File: config.mk
export PLATFORM = sky130hd
export DESIGN_NAME = vram_bus_arbiter_flat
export DESIGN_NICKNAME = d
export VERILOG_FILES = /design/src/rtl/vram_bus_arbiter_if.sv /design/src/rtl/vram_bus_arbiter.sv /design/src/flat_wrapper.sv
export SDC_FILE = /design/constraint.sdc
export NUM_CORES = 1
export LEC_CHECK = 0
export ABC_CLOCK_PERIOD_IN_PS = 4700
export BUFFER_PORTS_ARGS = -buffer_cell sky130_fd_sc_hd__buf_2
export CORE_MARGIN = 3
export CORE_UTILIZATION = 40
export CTS_CLUSTER_DIAMETER = 120
export DETAILED_ROUTE_END_ITERATION = 10
export GPL_TIMING_DRIVEN = 0
export PLACE_DENSITY = 0.73
export SYNTH_ARGS = -nofsm -noshare
export SYNTH_HDL_FRONTEND = slang
export SYNTH_SLANG_ARGS = --single-unit
File: constraint.sdc
create_clock -name CLK_200 -period 4.7 [get_ports CLK_200]
set_input_delay 0.705 -clock CLK_200 [delete_from_list [all_inputs] [get_ports CLK_200]]
set_output_delay 0.705 -clock CLK_200 [all_outputs]
set_load 0.01 [all_outputs]
File: src/rtl/vram_bus_arbiter_if.sv
// Bus bundle between the video fetch port, the CPU bus port, the SDRAM request port and the arbiter.
// master: arbiter view (drives acks, read data, SDRAM requests and the error flag).
// slave:  environment view (requesters and SDRAM controller).
interface vram_bus_arbiter_if;
  // video fetch port
  logic        vid_req;
  logic [18:0] vid_addr;
  logic        vid_ack;
  logic [7:0]  vid_data;
  // CPU bus port
  logic        cpu_rd_req;
  logic        cpu_wr_req;
  logic [18:0] cpu_addr;
  logic [7:0]  cpu_wdata;
  logic        cpu_ack;
  logic [7:0]  cpu_rdata;
  // SDRAM request port
  logic        mem_ready;
  logic        mem_rd_req;
  logic        mem_wr_req;
  logic [17:0] mem_addr;
  logic [15:0] mem_wdata;
  logic [1:0]  mem_be;
  logic        mem_ack;
  logic [15:0] mem_rdata;
  // status
  logic        arb_err;

  modport master (
    input  vid_req, vid_addr, cpu_rd_req, cpu_wr_req, cpu_addr, cpu_wdata,
           mem_ready, mem_ack, mem_rdata,
    output vid_ack, vid_data, cpu_ack, cpu_rdata,
           mem_rd_req, mem_wr_req, mem_addr, mem_wdata, mem_be, arb_err
  );

  modport slave (
    output vid_req, vid_addr, cpu_rd_req, cpu_wr_req, cpu_addr, cpu_wdata,
           mem_ready, mem_ack, mem_rdata,
    input  vid_ack, vid_data, cpu_ack, cpu_rdata,
           mem_rd_req, mem_wr_req, mem_addr, mem_wdata, mem_be, arb_err
  );
endinterface

File: src/rtl/vram_bus_arbiter.sv
// Shares the single SDRAM word port between video fetch and CPU, one byte transaction at a time.
// Latency: request seen in IDLE -> mem req next cycle -> requester ack 1 cycle after mem_ack (min 3).
// Backpressure: requesters hold a level req until their 1-cycle ack; SDRAM stalls by withholding mem_ack.
// Ports: CLK_200, reset_n (sync, active-low), bus (vram_bus_arbiter_if.master: vid_*, cpu_*, mem_*, arb_err).
// Option: define ARB_ROUND_ROBIN_EN for alternating tie-break instead of video priority + CPU starvation guard.
module vram_bus_arbiter #(
  parameter int CPU_MAX_WAIT = 4,   // 1..15
  parameter int ACK_TIMEOUT  = 255  // 1..255
) (
  input  logic               CLK_200,
  input  logic               reset_n,
  vram_bus_arbiter_if.master bus
);
  typedef enum logic [1:0] {ST_INIT, ST_IDLE, ST_XFER, ST_DONE} state_t;

  localparam logic [7:0] TMO_LIMIT = 8'(ACK_TIMEOUT);

  state_t      state_q, state_d;
  logic        owner_cpu_q, owner_cpu_d;
  logic        wr_q, wr_d;
  logic        lane_q, lane_d;
  logic        mask_q, mask_d;
  logic [7:0]  tmo_q, tmo_d;
  logic        mem_rd_req_q, mem_rd_req_d;
  logic        mem_wr_req_q, mem_wr_req_d;
  logic [17:0] mem_addr_q, mem_addr_d;
  logic [15:0] mem_wdata_q, mem_wdata_d;
  logic [1:0]  mem_be_q, mem_be_d;
  logic        vid_ack_q, vid_ack_d;
  logic [7:0]  vid_data_q, vid_data_d;
  logic        cpu_ack_q, cpu_ack_d;
  logic [7:0]  cpu_rdata_q, cpu_rdata_d;
  logic        arb_err_q, arb_err_d;
`ifdef ARB_ROUND_ROBIN_EN
  logic        last_cpu_q, last_cpu_d;
`else
  localparam logic [3:0] WAIT_MAX = 4'(CPU_MAX_WAIT);
  logic [3:0]  wait_q, wait_d;
`endif

  logic        cpu_pend;
  logic        grant_vid, grant_cpu;
  logic [18:0] sel_addr;
  logic        sel_wr;
  logic        xfer_end;
  logic [7:0]  rd_byte, ret_byte;

  assign cpu_pend = bus.cpu_rd_req | bus.cpu_wr_req;
  assign rd_byte  = lane_q ? bus.mem_rdata[15:8] : bus.mem_rdata[7:0];

  // Tie-break between the two ports; only consulted in IDLE.
  always_comb begin
    grant_vid = bus.vid_req;
    grant_cpu = cpu_pend;
    if (bus.vid_req && cpu_pend) begin
`ifdef ARB_ROUND_ROBIN_EN
      grant_cpu = !last_cpu_q;
      grant_vid = last_cpu_q;
`else
      // CPU forced through once video has been granted WAIT_MAX times over it
      grant_cpu = (wait_q == WAIT_MAX);
      grant_vid = !grant_cpu;
`endif
    end
  end

  always_comb begin
    state_d      = state_q;
    owner_cpu_d  = owner_cpu_q;
    wr_d         = wr_q;
    lane_d       = lane_q;
    mask_d       = 1'b0;
    tmo_d        = tmo_q;
    mem_rd_req_d = mem_rd_req_q;
    mem_wr_req_d = mem_wr_req_q;
    mem_addr_d   = mem_addr_q;
    mem_wdata_d  = mem_wdata_q;
    mem_be_d     = mem_be_q;
    vid_ack_d    = 1'b0;
    vid_data_d   = vid_data_q;
    cpu_ack_d    = 1'b0;
    cpu_rdata_d  = cpu_rdata_q;
    arb_err_d    = arb_err_q;
`ifdef ARB_ROUND_ROBIN_EN
    last_cpu_d   = last_cpu_q;
`else
    wait_d       = wait_q;
`endif
    sel_addr = grant_cpu ? bus.cpu_addr : bus.vid_addr;
    sel_wr   = grant_cpu & bus.cpu_wr_req;  // write wins over a simultaneous read
    xfer_end = bus.mem_ack || ((tmo_q + 8'd1) == TMO_LIMIT);
    ret_byte = bus.mem_ack ? rd_byte : 8'hFF;

    case (state_q)
      ST_INIT: begin
        if (bus.mem_ready) state_d = ST_IDLE;
      end
      ST_IDLE: begin
        // mask_q marks the cycle right after an ack: the finished owner's level may still be
        // up, so no arbitration happens until it has had a cycle to drop it.
        if (!mask_q && (grant_vid || grant_cpu)) begin
          state_d      = ST_XFER;
          owner_cpu_d  = grant_cpu;
          wr_d         = sel_wr;
          lane_d       = sel_addr[0];
          tmo_d        = 8'd0;
          mem_rd_req_d = !sel_wr;
          mem_wr_req_d = sel_wr;
          mem_addr_d   = sel_addr[18:1];
          mem_be_d     = sel_addr[0] ? 2'b10 : 2'b01;
          mem_wdata_d  = sel_wr ? {bus.cpu_wdata, bus.cpu_wdata} : 16'h0000;
`ifdef ARB_ROUND_ROBIN_EN
          last_cpu_d   = grant_cpu;
`else
          if (grant_cpu)
            wait_d = 4'd0;
          else if (cpu_pend && wait_q != WAIT_MAX)
            wait_d = wait_q + 4'd1;
`endif
        end
      end
      ST_XFER: begin
        tmo_d = tmo_q + 8'd1;
        if (xfer_end) begin
          // mem_ack wins over a timeout landing in the same cycle
          state_d      = ST_DONE;
          mem_rd_req_d = 1'b0;
          mem_wr_req_d = 1'b0;
          if (!bus.mem_ack) arb_err_d = 1'b1;
          if (owner_cpu_q) begin
            cpu_ack_d = 1'b1;
            if (!wr_q) cpu_rdata_d = ret_byte;
          end else begin
            vid_ack_d  = 1'b1;
            vid_data_d = ret_byte;
          end
        end
      end
      ST_DONE: begin
        state_d = ST_IDLE;
        mask_d  = 1'b1;
      end
      default: state_d = ST_INIT;
    endcase
  end

  always_ff @(posedge CLK_200) begin
    if (!reset_n) begin
      state_q      <= ST_INIT;
      owner_cpu_q  <= 1'b0;
      wr_q         <= 1'b0;
      lane_q       <= 1'b0;
      mask_q       <= 1'b0;
      tmo_q        <= 8'd0;
      mem_rd_req_q <= 1'b0;
      mem_wr_req_q <= 1'b0;
      mem_addr_q   <= 18'd0;
      mem_wdata_q  <= 16'd0;
      mem_be_q     <= 2'b00;
      vid_ack_q    <= 1'b0;
      vid_data_q   <= 8'd0;
      cpu_ack_q    <= 1'b0;
      cpu_rdata_q  <= 8'd0;
      arb_err_q    <= 1'b0;
`ifdef ARB_ROUND_ROBIN_EN
      last_cpu_q   <= 1'b1;
`else
      wait_q       <= 4'd0;
`endif
    end else begin
      state_q      <= state_d;
      owner_cpu_q  <= owner_cpu_d;
      wr_q         <= wr_d;
      lane_q       <= lane_d;
      mask_q       <= mask_d;
      tmo_q        <= tmo_d;
      mem_rd_req_q <= mem_rd_req_d;
      mem_wr_req_q <= mem_wr_req_d;
      mem_addr_q   <= mem_addr_d;
      mem_wdata_q  <= mem_wdata_d;
      mem_be_q     <= mem_be_d;
      vid_ack_q    <= vid_ack_d;
      vid_data_q   <= vid_data_d;
      cpu_ack_q    <= cpu_ack_d;
      cpu_rdata_q  <= cpu_rdata_d;
      arb_err_q    <= arb_err_d;
`ifdef ARB_ROUND_ROBIN_EN
      last_cpu_q   <= last_cpu_d;
`else
      wait_q       <= wait_d;
`endif
    end
  end

  assign bus.mem_rd_req = mem_rd_req_q;
  assign bus.mem_wr_req = mem_wr_req_q;
  assign bus.mem_addr   = mem_addr_q;
  assign bus.mem_wdata  = mem_wdata_q;
  assign bus.mem_be     = mem_be_q;
  assign bus.vid_ack    = vid_ack_q;
  assign bus.vid_data   = vid_data_q;
  assign bus.cpu_ack    = cpu_ack_q;
  assign bus.cpu_rdata  = cpu_rdata_q;
  assign bus.arb_err    = arb_err_q;
endmodule

File: src/flat_wrapper.sv
// flat-port wrapper written by rule: the top's interface ports become plain ports
module vram_bus_arbiter_flat 
#(
  parameter int CPU_MAX_WAIT = 4,           
  parameter int ACK_TIMEOUT  = 255           
)
  (CLK_200, reset_n, bus_vid_req, bus_vid_addr, bus_cpu_rd_req, bus_cpu_wr_req, bus_cpu_addr, bus_cpu_wdata, bus_mem_ready, bus_mem_ack, bus_mem_rdata, bus_vid_ack, bus_vid_data, bus_cpu_ack, bus_cpu_rdata, bus_mem_rd_req, bus_mem_wr_req, bus_mem_addr, bus_mem_wdata, bus_mem_be, bus_arb_err);
  vram_bus_arbiter_if bus_i ();
  input  logic CLK_200;
  input  logic reset_n;
  input wire logic [$bits(bus_i.vid_req)-1:0] bus_vid_req;
  input wire logic [$bits(bus_i.vid_addr)-1:0] bus_vid_addr;
  input wire logic [$bits(bus_i.cpu_rd_req)-1:0] bus_cpu_rd_req;
  input wire logic [$bits(bus_i.cpu_wr_req)-1:0] bus_cpu_wr_req;
  input wire logic [$bits(bus_i.cpu_addr)-1:0] bus_cpu_addr;
  input wire logic [$bits(bus_i.cpu_wdata)-1:0] bus_cpu_wdata;
  input wire logic [$bits(bus_i.mem_ready)-1:0] bus_mem_ready;
  input wire logic [$bits(bus_i.mem_ack)-1:0] bus_mem_ack;
  input wire logic [$bits(bus_i.mem_rdata)-1:0] bus_mem_rdata;
  output wire logic [$bits(bus_i.vid_ack)-1:0] bus_vid_ack;
  output wire logic [$bits(bus_i.vid_data)-1:0] bus_vid_data;
  output wire logic [$bits(bus_i.cpu_ack)-1:0] bus_cpu_ack;
  output wire logic [$bits(bus_i.cpu_rdata)-1:0] bus_cpu_rdata;
  output wire logic [$bits(bus_i.mem_rd_req)-1:0] bus_mem_rd_req;
  output wire logic [$bits(bus_i.mem_wr_req)-1:0] bus_mem_wr_req;
  output wire logic [$bits(bus_i.mem_addr)-1:0] bus_mem_addr;
  output wire logic [$bits(bus_i.mem_wdata)-1:0] bus_mem_wdata;
  output wire logic [$bits(bus_i.mem_be)-1:0] bus_mem_be;
  output wire logic [$bits(bus_i.arb_err)-1:0] bus_arb_err;
  assign bus_i.vid_req = bus_vid_req;
  assign bus_i.vid_addr = bus_vid_addr;
  assign bus_i.cpu_rd_req = bus_cpu_rd_req;
  assign bus_i.cpu_wr_req = bus_cpu_wr_req;
  assign bus_i.cpu_addr = bus_cpu_addr;
  assign bus_i.cpu_wdata = bus_cpu_wdata;
  assign bus_i.mem_ready = bus_mem_ready;
  assign bus_i.mem_ack = bus_mem_ack;
  assign bus_i.mem_rdata = bus_mem_rdata;
  assign bus_vid_ack = bus_i.vid_ack;
  assign bus_vid_data = bus_i.vid_data;
  assign bus_cpu_ack = bus_i.cpu_ack;
  assign bus_cpu_rdata = bus_i.cpu_rdata;
  assign bus_mem_rd_req = bus_i.mem_rd_req;
  assign bus_mem_wr_req = bus_i.mem_wr_req;
  assign bus_mem_addr = bus_i.mem_addr;
  assign bus_mem_wdata = bus_i.mem_wdata;
  assign bus_mem_be = bus_i.mem_be;
  assign bus_arb_err = bus_i.arb_err;
  vram_bus_arbiter #(.CPU_MAX_WAIT(CPU_MAX_WAIT), .ACK_TIMEOUT(ACK_TIMEOUT)) u_core (.CLK_200(CLK_200), .reset_n(reset_n), .bus(bus_i));
endmodule
Yosys cells after proc, flatten, opt, wreduce, memory -nomap -nowiden:

Index checks and enable logic that the tools add are counted.
W data, S select, Z words.

* register bits after elaboration: 75
* word-level logic and storage cells: 76
* output and inout port bits: 57

* equality and inequality tests: 9
* reductions and logical operators: 20
* add/sub/neg operators: 2
* muxes and demuxes: 23
* bitwise logic cells: 5

Operators with widths (count)
* $mux W8: 3
* $mux W19: 1
* $reduce_and A3 Y1: 6
* $mux W16: 1
* $pmux W8 S2: 1
* $add A8 B1 Y8 const B: 1
* $eq A8 B8 Y1 const B: 1
* $mux W1: 8
* $mux W2: 4
* $mux W4: 2
* $pmux W2 S4: 1
* $add A4 B1 Y4 const B: 1
* $eq A2 B2 Y1 const B: 2
* $eq A4 B3 Y1 const B: 1
* $ne A2 B1 Y1 const B: 2
* $ne A4 B3 Y1 const B: 1
* $pmux W1 S2: 2
* $reduce_and A2 Y1: 2
* $reduce_and A4 Y1: 1
* $reduce_bool A2 Y1: 2
* $logic_and A1 B1 Y1: 3
* $logic_not A1 Y1: 3
* $not A1 Y1: 3
* $eq A2 B1 Y1 const B: 1
* other kinds (5): 6

Longest topological paths before layout:

Gate-level depths: netlist of run 1.

* depth after elaboration: 7
* mapped depth: 9
* depth with buffers taken out: 8

Worst setup path before layout of run 1:

OpenSTA, ideal clock, no wires.

* path kind: register -> register
* from: register u_core.tmo_q[0]
* to: register u_core.cpu_rdata_q[0], in the netlist u_core.bus.cpu_rdata[0]
* library setup time: 95 ps
* setup slack: 2604 ps
* arrival: 2001 ps
* clock period less this slack: 2096 ps
* required time: 4605 ps
* stages on the path, launching flop included: 7
* path through: dfxtp_1 ha_1 o31a_1 o22a_1 o41ai_4 nand3_2 a221oi_1

* longest elaborated chain between the ends: 4

RTL lines
* start, declared: line vram_bus_arbiter.sv:23 `logic [7:0] tmo_q, tmo_d;`
* start signal, assigned: line vram_bus_arbiter.sv:176 `tmo_q <= tmo_d;`
* $add A8 B1 Y8: line vram_bus_arbiter.sv:91 `xfer_end = bus.mem_ack || ((tmo_q + 8'd1) == TMO_LIMIT);`
* $eq A8 B8 Y1: line vram_bus_arbiter.sv:91
* $logic_or A1 B1 Y1: line vram_bus_arbiter.sv:91
* $reduce_and A4 Y1 (no source line)
* end signal, assigned: line vram_bus_arbiter.sv:185 `cpu_rdata_q <= cpu_rdata_d;`
* end, declared: line vram_bus_arbiter.sv:32 `logic [7:0] cpu_rdata_q, cpu_rdata_d;`

Every way passes these cells.
A chain may end at the register's enable or synchronous reset.

Worst setup path in the final report of run 1:

* from: register u_core.tmo_q[1]
* to: register u_core.state_q[0]

* longest elaborated chain between the ends: 5

RTL lines
* $add A8 B1 Y8: line vram_bus_arbiter.sv:91
* $eq A8 B8 Y1: line vram_bus_arbiter.sv:91
* $logic_or A1 B1 Y1: line vram_bus_arbiter.sv:91
* $ne A2 B1 Y1 (no source line)
* $reduce_and A3 Y1 (no source line)
* end signal, assigned: line vram_bus_arbiter.sv:171 `state_q <= state_d;`
* end, declared: line vram_bus_arbiter.sv:18 `state_t state_q, state_d;`

Every way passes these cells.

==> flow_summary.toml, run 1 <==
[outcome]
status = "complete, no violations"

[route]
wl_per_cell_um = 13.11
drt-total-wl_um = 7605
ant_nets = 0
vias = 2844
drt_first_pass_iters = 4
drc = 0
drtIter0Drc = 89
via_per_inst = 4.903

[sta]
fin_skew_ps = 6.060
rsz0062_at_grt = "no"
tightest_slew_ps = 725.2
setup_viol = 0
fmax_mhz = 414.8
period_share_pct = 51.30
slew_headroom_pct = 51.65
whs_ps = 463.5
setup_tns_ps = 0
drv_slew = 0
report.final.hold_viol_count = 0
finalCriticalPeriod_ps = 2411

[die]
io_pins = 126
fp.dieW_um = 93.19
dieHeight_um = 93.19
rows = 31
die-area_um2 = 8683
start_util_pct = 41.47
coreArea_um2 = 7331

[grt]
use_met2_pct = 27.71
antenna_found_initial = 0
globalRouteMet1Util_pct = 21.77
met3_usage_pct = 5.390
grt.overflow.total = 0
grt_max_degree = 11
grt_first_pass_wirelength_um = 11960
grt_pass1_vias = 2607
grt_use_total_pct = 17.16
gr-max-usage-layer = "met2"

[clock_tree]
cts_hold_buffers = 0
cts_setup_buffers = 0
h-tree-depth = 3
worstSkewPairLatency_ps = 330
cts_tree = "yes"
cts_sinks = 66
cts_buffers = 9
cts_root_buf = "clkbuf_8"
cts-resized-gates = 0
clk_path_buf_depth = 2
path_clk_slew_ps = 60

[pwr]
total_power_mw = 1.774
p_per_area_nw_per_um2 = 445.5
leakage_nw = 1.835
power.ir.vdd_worst_uv = 231.3

[place]
portBuffers = 125
gp_congestion = 0.8653
post-dp-hpwl_um = 5816

[worst_setup_path]
cp.arrival_ps = 2620
cp_max_fo = 7
crit_required_ps = 4900
cp-end-kind = "register"
path_class = "reg2reg"
start_kind = "register"

[finish]
antennaDiodeCount = 0
final_util_pct = 54.31
drive_gt1_share_pct = 33.06
nNetsFinal = 556
area_growth_pct = 30.95

[synth]
synth_area_um2 = 3040
synth_common_cells = "dfxtp_1, nor2_1, mux2i_1, inv_1, nand2_1"
async_flop_share_pct = 0
synth_edf_count = 0
avgSynthCellArea_um2 = 8.890
syn_inst = 342
ys.flop_type = "dfxtp_1"
synth_top_cells_by_area = "dfxtp_1, mux2i_1, nor2_1, a221oi_1, a211oi_1"
ys_seq_area_share_pct = 43.46
synth.most_common_cell = "dfxtp_1"
ys_types = 40
synth_top_area_share_pct = 43.46
synth_top_area_cell = "dfxtp_1"
ys_warn_count = 0
ys_ff_latch = 66
synth_fp_nets = 420

[run]
max-cap-violations = 0

[worst_hold_path]
min_path_type = "reg2reg"
## per-stage QoR
step,cells,setup slack (ps),instance area (µm²)
final,580,2289,3981
after global routing,580,2035,3981
after CTS,580,2303,3981
after detailed placement,566,2320,3790
after global placement,566,2413,3790
after floorplan,342,2604,3040
## flip-flops by register name, indices dropped and copies added (netlist names)
| signal | flops |
|---|---|
| u_core.lane_q | 1 |
| u_core.wr_q | 1 |
| u_core.mask_q | 1 |
| u_core.bus.mem_rd_req | 1 |
| u_core.state_q | 2 |
| u_core.owner_cpu_q | 1 |
| u_core.bus.cpu_ack | 1 |
| u_core.tmo_q | 8 |
| u_core.bus.mem_addr | 18 |
| u_core.bus.mem_wr_req | 1 |
| u_core.bus.vid_ack | 1 |
| u_core.bus.cpu_rdata | 8 |
| u_core.bus.vid_data | 8 |
| u_core.bus.arb_err | 1 |
| u_core.wait_q | 4 |
| u_core.bus.mem_wdata | 8 |
| u_core.bus.mem_be | 1 |
## per-layer routing
| metal | wire length (µm) | up-vias |
|---|---|---|
| li1 | - | 1454 |
| met4 | 73 | 0 |
| met5 | 0 | - |
| met2 | 3652 | 86 |
| met1 | 3331 | 1297 |
| met3 | 548 | 7 |
## where the power goes
part	leakage, nW	internal, mW	total [mW]	switching, mW
clock network	0.101	0.266	0.466	0.199
registers	0.537	0.659	0.719	0.0601
logic	1.20	0.242	0.589	0.347
total	1.84	1.17	1.77	0.606
## placed cells by master (no fill, tap or decap), types with 2 or more instances in the layout
master / n
a211oi_1: 18
a21o_1: 2
a21oi_1: 15
a221oi_1: 16
a22oi_1: 9
a31o_2: 2
and2_1: 2
and3_1: 4
buf_1: 3
buf_2: 129
buf_4: 9
clkbuf_1: 14
clkbuf_8: 11
clkinv_2: 2
dfxtp_1: 66
ha_1: 9
inv_1: 27
mux2i_1: 29
nand2_1: 21
nand3_1: 3
nand3_2: 3
nand3b_1: 2
nand4_1: 2
nor2_1: 48
nor2b_1: 3
nor3_1: 5
nor4_1: 2
o21ai_0: 7
xnor2_1: 3
xor2_1: 2
## critical path, stage by stage, from the launching register on
cell	delay, ps
dfxtp_1	470
ha_1	330
nand3b_1	110
o31a_1	110
o22a_1	240
nor4_1	540
o221ai_1	310
mux2i_1	170
## layout make-up
class | instances | area, µm²
multi-input cells | 219 | 1466
inverters | 27 | 101.3
flip-flops and latches | 66 | 1321
clock buffers | 11 | 151.4
clock inverters | 3 | 40.04
plain buffers | 30 | 151.4
fillers | 692 | 3349
well taps | 99 | 123.9
repair buffers | 125 | 625.6
## cells by family (layout without fill, tap and decap cells)
group / after synthesis / count (layout) / synth area share (%)
and+or+nand+nor: 99 / 99 / 14.94
AOI/OAI and AO/OA: 77 / 77 / 18.60
DFF: 66 / 66 / 43.46
buffers and inverters: 57 / 196 / 8.313
muxes: 29 / 29 / 9.547
adders and majority gates: 9 / 9 / 3.704
xor gates and xnor gates: 5 / 5 / 1.441
## final timing paths
path | start | to | slack, ps | cells after the start
max reg2reg | u_core.tmo_q[1] | u_core.state_q[0] | 2290 | 7
max | u_core.tmo_q[1] | u_core.state_q[0] | 2290 | 7
min | u_core.owner_cpu_q | u_core.owner_cpu_q | 460 | 2
min reg2reg | u_core.owner_cpu_q | u_core.owner_cpu_q | 460 | 2
No activity file was read; power rests on OpenSTA's default activity.
==> run 2: changes to the inputs <==
--- a/config.mk
+++ b/config.mk
@@ -5,7 +5,8 @@
 export SDC_FILE = /design/constraint.sdc
 export NUM_CORES = 1
 export LEC_CHECK = 0
-export ABC_CLOCK_PERIOD_IN_PS = 4700
+export ABC_AREA = 1
+export ABC_CLOCK_PERIOD_IN_PS = 2460
 export BUFFER_PORTS_ARGS = -buffer_cell sky130_fd_sc_hd__buf_2
 export CORE_MARGIN = 3
 export CORE_UTILIZATION = 40
==> constraint.sdc (replaced) <==
create_clock -name CLK_200 -period 2.46 [get_ports CLK_200]
set_input_delay 0.369 -clock CLK_200 [delete_from_list [all_inputs] [get_ports CLK_200]]
set_output_delay 0.369 -clock CLK_200 [all_outputs]
set_load 0.01 [all_outputs]
==> run 2 against run 1 <==
  * Combinational power rose by 110%
  * Final cell count grew 17%
  * Total power rose by 110%
  * Worst setup slack worse by 1700 ps
  * Via count up 14%
  * Non-clock buffer count decreased by 5
  * Synthesized cell count rose by 28%
  * Area after synthesis grew 4.6%
  * Final area is 4.1% higher
  * Wire length up 9.3%
  * Critical endpoint is now u_core.bus.mem_be[0]
==> flow_summary.toml, run 2 <==
[route]
drc = 0
drt-total-wl_um = 8312
drt_first_pass_iters = 4
wl_per_cell_um = 12.28
ant_nets = 0
drtIter0Drc = 72
vias = 3243
via_per_inst = 4.790

[synth]
async_flop_share_pct = 0
synth_fp_nets = 517
synth_top_area_share_pct = 41.56
ys_ff_latch = 66
synth_top_cells_by_area = "dfxtp_1, nand2_1, nand3_1, inv_1, nor2_1"
avgSynthCellArea_um2 = 7.242
ys_warn_count = 0
syn_inst = 439
synth.most_common_cell = "nand2_1"
ys.flop_type = "dfxtp_1"
ys_types = 29
synth_top_area_cell = "dfxtp_1"
synth_area_um2 = 3179
ys_seq_area_share_pct = 41.56
synth_common_cells = "nand2_1, dfxtp_1, inv_1, nand3_1, nor2_1"
synth_edf_count = 0

[sta]
fmax_mhz = 527.5
setup_viol = 0
drv_slew = 0
setup_tns_ps = 0
report.final.hold_viol_count = 0
fin_skew_ps = 10.99
slew_headroom_pct = 58.05
rsz0062_at_grt = "no"
finalCriticalPeriod_ps = 1896
tightest_slew_ps = 625.9
period_share_pct = 77.06

[clock_tree]
cts_buffers = 9
h-tree-depth = 3
worstSkewPairLatency_ps = 340
cts_sinks = 66
cts_tree = "yes"
cts_setup_buffers = 0
cts_root_buf = "clkbuf_8"
clk_path_buf_depth = 2
cts-resized-gates = 0
path_clk_slew_ps = 80
cts_hold_buffers = 0

[finish]
drive_gt1_share_pct = 29.93
antennaDiodeCount = 0
area_growth_pct = 30.38
largest_reg_flops = 18
final_common_cell = "buf_2"
final_cell_mix = "buf_2, nand2_1, dfxtp_1"
nNetsFinal = 651

[die]
die-area_um2 = 9054
fp.dieW_um = 95.15
rows = 31
coreArea_um2 = 7486
io_pins = 126
start_util_pct = 42.47
dieHeight_um = 95.15

[outcome]
status = "complete, no violations"

[worst_setup_path]
critPathTopFamily = "simple AND/OR/NAND/NOR gates"
crit_top_cell = "nand2_1"
path_class = "reg2reg"
cp.arrival_ps = 2110
cp-end-kind = "register"
crit_path_top_delay_cell = "clkbuf_1"
cp_num_cells = 12
cp_max_fo = 10
critPathMaxStageDelay_ps = 340
crit_required_ps = 2670
reg2reg_slack_ps = 560
critPathBufInv = 3
reg2regPathDepth = 12
start_kind = "register"
crit_chain = "inv_1, ha_1, nand3_1, nand2_1, nand2_1, inv_1, clkbuf_1, nand2_1, nand2_1, a21oi_1, a21oi_1, nor2_1"

[place]
post-dp-hpwl_um = 6487
portBuffers = 123
gp_congestion = 0.8524

[pwr]
p_per_area_nw_per_um2 = 894.3
total_power_mw = 3.707
power.ir.vdd_worst_uv = 549.1
leakage_nw = 2.082

[worst_hold_path]
worstHoldPathCells = 3
min_path_type = "in2reg"

[grt]
grt_max_degree = 13
grt_use_total_pct = 19.09
antenna_found_initial = 0
grt_first_pass_wirelength_um = 13460
grt.overflow.total = 0
grt_pass1_vias = 3012

[run]
max-cap-violations = 0
==> run 2: report_power, final <==
group	total, mW	internal [mW]	leakage (nW)	switching [mW]
sequential	1.42	1.29	0.537	0.131
clock	1.04	0.600	0.109	0.436
combinational	1.26	0.478	1.44	0.777
total	3.71	2.36	2.08	1.34
==> run 2: area by class of cell <==
| type | instances | area (µm²) |
|---|---|---|
| tap | 99 | 123.9 |
| buffer | 27 | 177.7 |
| clock buffer | 10 | 137.6 |
| sequential | 66 | 1321 |
| clock inverter | 6 | 88.84 |
| fill | 747 | 3341 |
| timing repair buffer | 123 | 615.6 |
| inverter | 51 | 191.4 |
| multi-input combinational | 295 | 1489 |
==> run 2: cells by family (layout without fill, tap and decap cells) <==
kind of cell	after synthesis	count (layout)	share of synthesized area, %
flip-flops	66	66	41.56
AND/OR/NAND/NOR	219	219	30.07
adder cells (fa/ha/maj)	9	9	3.542
AO/OA/AOI/OAI	67	67	13.22
buffers and inverters	78	217	11.61
==> run 2: per-stage QoR <==
stage               cells  hold WS (ps)  instance area, µm²  utilization, %  setup slack, ps
floorplan             439         448.3                3179               -            863.3
global placement      661         448.8                3919           52.35            625.5
detailed placement    661         454.7                3919           52.35            566.4
CTS                   677         257.9                4145           55.37            529.8
global route          677         273.4                4145           55.37            314.8
finish                677         260.6                4145           55.37            564.3
==> run 2: path summary, 6_finish.rpt <==
path / end / from
hold / removal: u_core.bus.mem_wdata[13] / bus_cpu_wdata[5]
setup / recovery: u_core.bus.mem_be[0] / u_core.wait_q[0]
setup reg to reg: u_core.bus.mem_be[0] / u_core.wait_q[0]
hold reg to reg: u_core.bus.cpu_rdata[0] / u_core.bus.cpu_rdata[0]
==> run 2: worst reg2reg max path: stages (launching register included) <==
cell      delay (ps)
dfxtp_1          330
inv_1             90
ha_1             150
nand3_1           80
nand2_1           90
nand2_1          120
inv_1             90
clkbuf_1         340
nand2_1          110
nand2_1           90
a21oi_1           60
a21oi_1          160
nor2_1            60
==> run 2: layer usage <==
layer / vias up / global-route usage, % / share of wire (%)
li1: 1680 / - / -
met1: 1430 / 23.30 / 42
met2: 127 / 32.48 / 47
met3: 6 / 4.420 / 9.4
met4: 0 / 7.332 / 1.1
met5: - / 0 / 0
==> run 3: changes to the inputs <==
--- a/config.mk
+++ b/config.mk
@@ -5,15 +5,15 @@
 export SDC_FILE = /design/constraint.sdc
 export NUM_CORES = 1
 export LEC_CHECK = 0
-export ABC_AREA = 1
-export ABC_CLOCK_PERIOD_IN_PS = 2460
+export ABC_AREA = 0
+export ABC_CLOCK_PERIOD_IN_PS = 1600
 export BUFFER_PORTS_ARGS = -buffer_cell sky130_fd_sc_hd__buf_2
 export CORE_MARGIN = 3
 export CORE_UTILIZATION = 40
 export CTS_CLUSTER_DIAMETER = 120
 export DETAILED_ROUTE_END_ITERATION = 10
 export GPL_TIMING_DRIVEN = 0
-export PLACE_DENSITY = 0.73
+export PLACE_DENSITY = 0.76
 export SYNTH_ARGS = -nofsm -noshare
 export SYNTH_HDL_FRONTEND = slang
 export SYNTH_SLANG_ARGS = --single-unit
==> constraint.sdc (replaced) <==
create_clock -name CLK_200 -period 1.6 [get_ports CLK_200]
set_input_delay 0.24 -clock CLK_200 [delete_from_list [all_inputs] [get_ports CLK_200]]
set_output_delay 0.24 -clock CLK_200 [all_outputs]
set_load 0.01 [all_outputs]
==> run 3 against run 2 <==
  * The flow now finishes with violations (setup timing)
  * Highest routed layer unchanged
  * Register-to-register slack got worse by 1100 ps
  * Combinational power increased by 98%
  * Die area fell by 4.1%
  * Wire length up 9.4%
  * Critical path type unchanged
  * Hold slack lost 130 ps
  * Sequential power increased by 51%
  * Global-route usage up 0.97 points
  * Final area grew 13%
  * First-iteration DRC count increased by 81%
  * Critical endpoint is now u_core.bus.vid_data[6]
  * Largest power group is now combinational cells
  * Clock power rose by 22%
  * Final cell count down 10%
  * Largest cell class unchanged
  * Critical path depth decreased by 4
==> flow_summary.toml, run 3 (same netlist as run 1, synthesis figures left out) <==
[run]
max-cap-violations = 0

[sta]
drv_slew = 0
setup_viol = 38
period_share_pct = 131.1
worst_slack_ps = -497.3
fmax_mhz = 476.8
finalCriticalPeriod_ps = 2097
report.final.hold_viol_count = 0
slew_headroom_pct = 51.07
rsz0062_at_grt = "yes"
fin_skew_ps = 7.126
tightest_slew_ps = 734.0

[worst_setup_path]
cp_max_fo = 8
critPathMaxStageDelay_ps = 330
critPathTopFamily = "compound AO/OA/AOI/OAI gates"
reg2reg_slack_ps = -500
path_class = "reg2reg"
crit_chain = "buf_6, nand4_1, nor3_4, o21ai_2, o41ai_4, buf_4, nand3_4, a221oi_2"
regToRegStartpoint = "u_core.tmo_q[3]"
reg2regPathDepth = 8
cp.arrival_ps = 2350
crit_path_top_delay_cell = "dfxtp_2"
r2r-end = "u_core.bus.vid_data[6]"
start_kind = "register"
cp-end-kind = "register"
critPathBufInv = 2
crit_required_ps = 1850

[clock_tree]
h-tree-depth = 3
worstSkewPairLatency_ps = 340
cts_buffers = 9
cts_hold_buffers = 0
path_clk_slew_ps = 70
cts_tree = "yes"
clk_path_buf_depth = 2
cts_sinks = 66
cts_root_buf = "clkbuf_8"

[finish]
nNetsFinal = 581
multi_input_area_um2 = 1847
largest_reg_flops = 18
area_growth_pct = 54.73
final_common_cell = "buf_2"
n_fill_cell = 582
register_area_um2 = 1341
drive_gt1_share_pct = 51.57
antennaDiodeCount = 0
final_cell_mix = "buf_2, dfxtp_1, nor2_1"

[pwr]
p_switching_mw = 2.164
swShare_pct = 36.67
p_int_mw = 3.738
pwr-share-clk_pct = 21.5
power.ir.vdd_worst_uv = 726.8
leakage_nw = 2.035
pwr-share-seq_pct = 36.2
p_per_area_nw_per_um2 = 1255
total_power_mw = 5.902
comb_power_share_pct = 42.3

[die]
die-area_um2 = 8683
rows = 31
coreArea_um2 = 7331
dieHeight_um = 93.19
fp.dieW_um = 93.19
io_pins = 126
start_util_pct = 41.47

[grt]
grt_use_total_pct = 20.06
grt_first_pass_wirelength_um = 13800
grt_max_degree = 13
antenna_found_initial = 0
grt.overflow.total = 0
grt_pass1_vias = 2998

[route]
via_per_inst = 5.155
drc = 0
vias = 3129
drt_first_pass_iters = 4
ant_nets = 0
drt-total-wl_um = 9092
drtIter0Drc = 130
wl_per_cell_um = 14.98

[place]
portBuffers = 125
post-dp-hpwl_um = 5951
gp_congestion = 0.8680
dp_slack_ps = -575.9

[worst_hold_path]
whs_endpoint = "u_core.bus.mem_wdata[8]"
min_path_type = "in2reg"
hold_start = "bus_cpu_wdata[0]"
worstHoldPathCells = 3

[outcome]
status = "complete, but fails checks"
violations = "setup timing"
[run 3: changes by cell type in the layout (fill, tap and decap cells not counted), sizes merged, moves of 4 or more]
cell	delta
nand3	-44
inv	-23
buf	+29
a21oi	-10
mux2i	+29
and3	+4
nand2	-90
a221oi	+16
o211ai	-18
a211oi	+16
[run 3: how the worst max path moves through the flow]
stage | startpoint | end | slack, ps | cells after the start
2_1_floorplan | u_core.tmo_q[0] | u_core.bus.cpu_rdata[0] | -250 | 6
3_3_place_gp | u_core.tmo_q[1] | u_core.bus.cpu_rdata[7] | -460 | 6
3_5_place_dp | u_core.tmo_q[2] | u_core.bus.cpu_rdata[6] | -580 | 6
4_1_cts | u_core.tmo_q[1] | u_core.bus.vid_data[5] | -460 | 7
5_1_grt | u_core.tmo_q[3] | u_core.bus.vid_data[6] | -590 | 8
6_report | u_core.tmo_q[3] | u_core.bus.vid_data[6] | -500 | 8
[run 3: final cells by class]
class,instances,share of cell area [%]
Clock buffer,10,2.926
Tap cell,99,2.633
Clock inverter,6,0.8777
Multi-Input combinational cell,219,39.26
Timing Repair Buffer,151,18.94
Inverter,27,2.207
Buffer,29,4.654
Sequential cell,66,28.51
[run 3: what timing repair did]
item,CTS,global route
resized for setup,61,44
endpoints found under the hold margin,0,0
setup endpoints to repair,64,65
setup buffers,14,10
pin swaps,38,26
gates cloned,2,1
[run 3: power by group through the flow]
stage / registers, mW / clock network, mW / logic, mW
after floorplan: 2.26 / 0 / 1.07
final: 2.14 / 1.27 / 2.50
after detailed placement: 2.16 / 0 / 1.78
after CTS: 2.13 / 1.28 / 2.19
after global routing: 2.18 / 1.37 / 2.72
after global placement: 2.16 / 0 / 1.74
[run 3: metrics by stage]
stage / instance area [µm²] / hold WS, ps / util, % / TNS [ps] / instances
2_1_floorplan: 3104 / 383.9 / - / -5029 / 342
3_3_place_gp: 3854 / 446.0 / 52.57 / -16440 / 566
3_5_place_dp: 3854 / 455.5 / 52.57 / -19500 / 566
4_1_cts: 4487 / 126.2 / 61.21 / -10230 / 598
5_1_grt: 4705 / 148.2 / 64.17 / -14470 / 607
6_report: 4705 / 135.0 / 64.17 / -10810 / 607
[run 3: routing by layer]
metal  GRT usage [%]  share of wire [%]
met5               0                  0
met4           7.082                1.3
met3           3.942                5.1
met2           35.81                 54
met1           23.86                 39
[run 3: tightest hold or removal path, stage by stage]
cell,delay [ps]
buf_2,80
a22oi_2,40
nor2_1,70
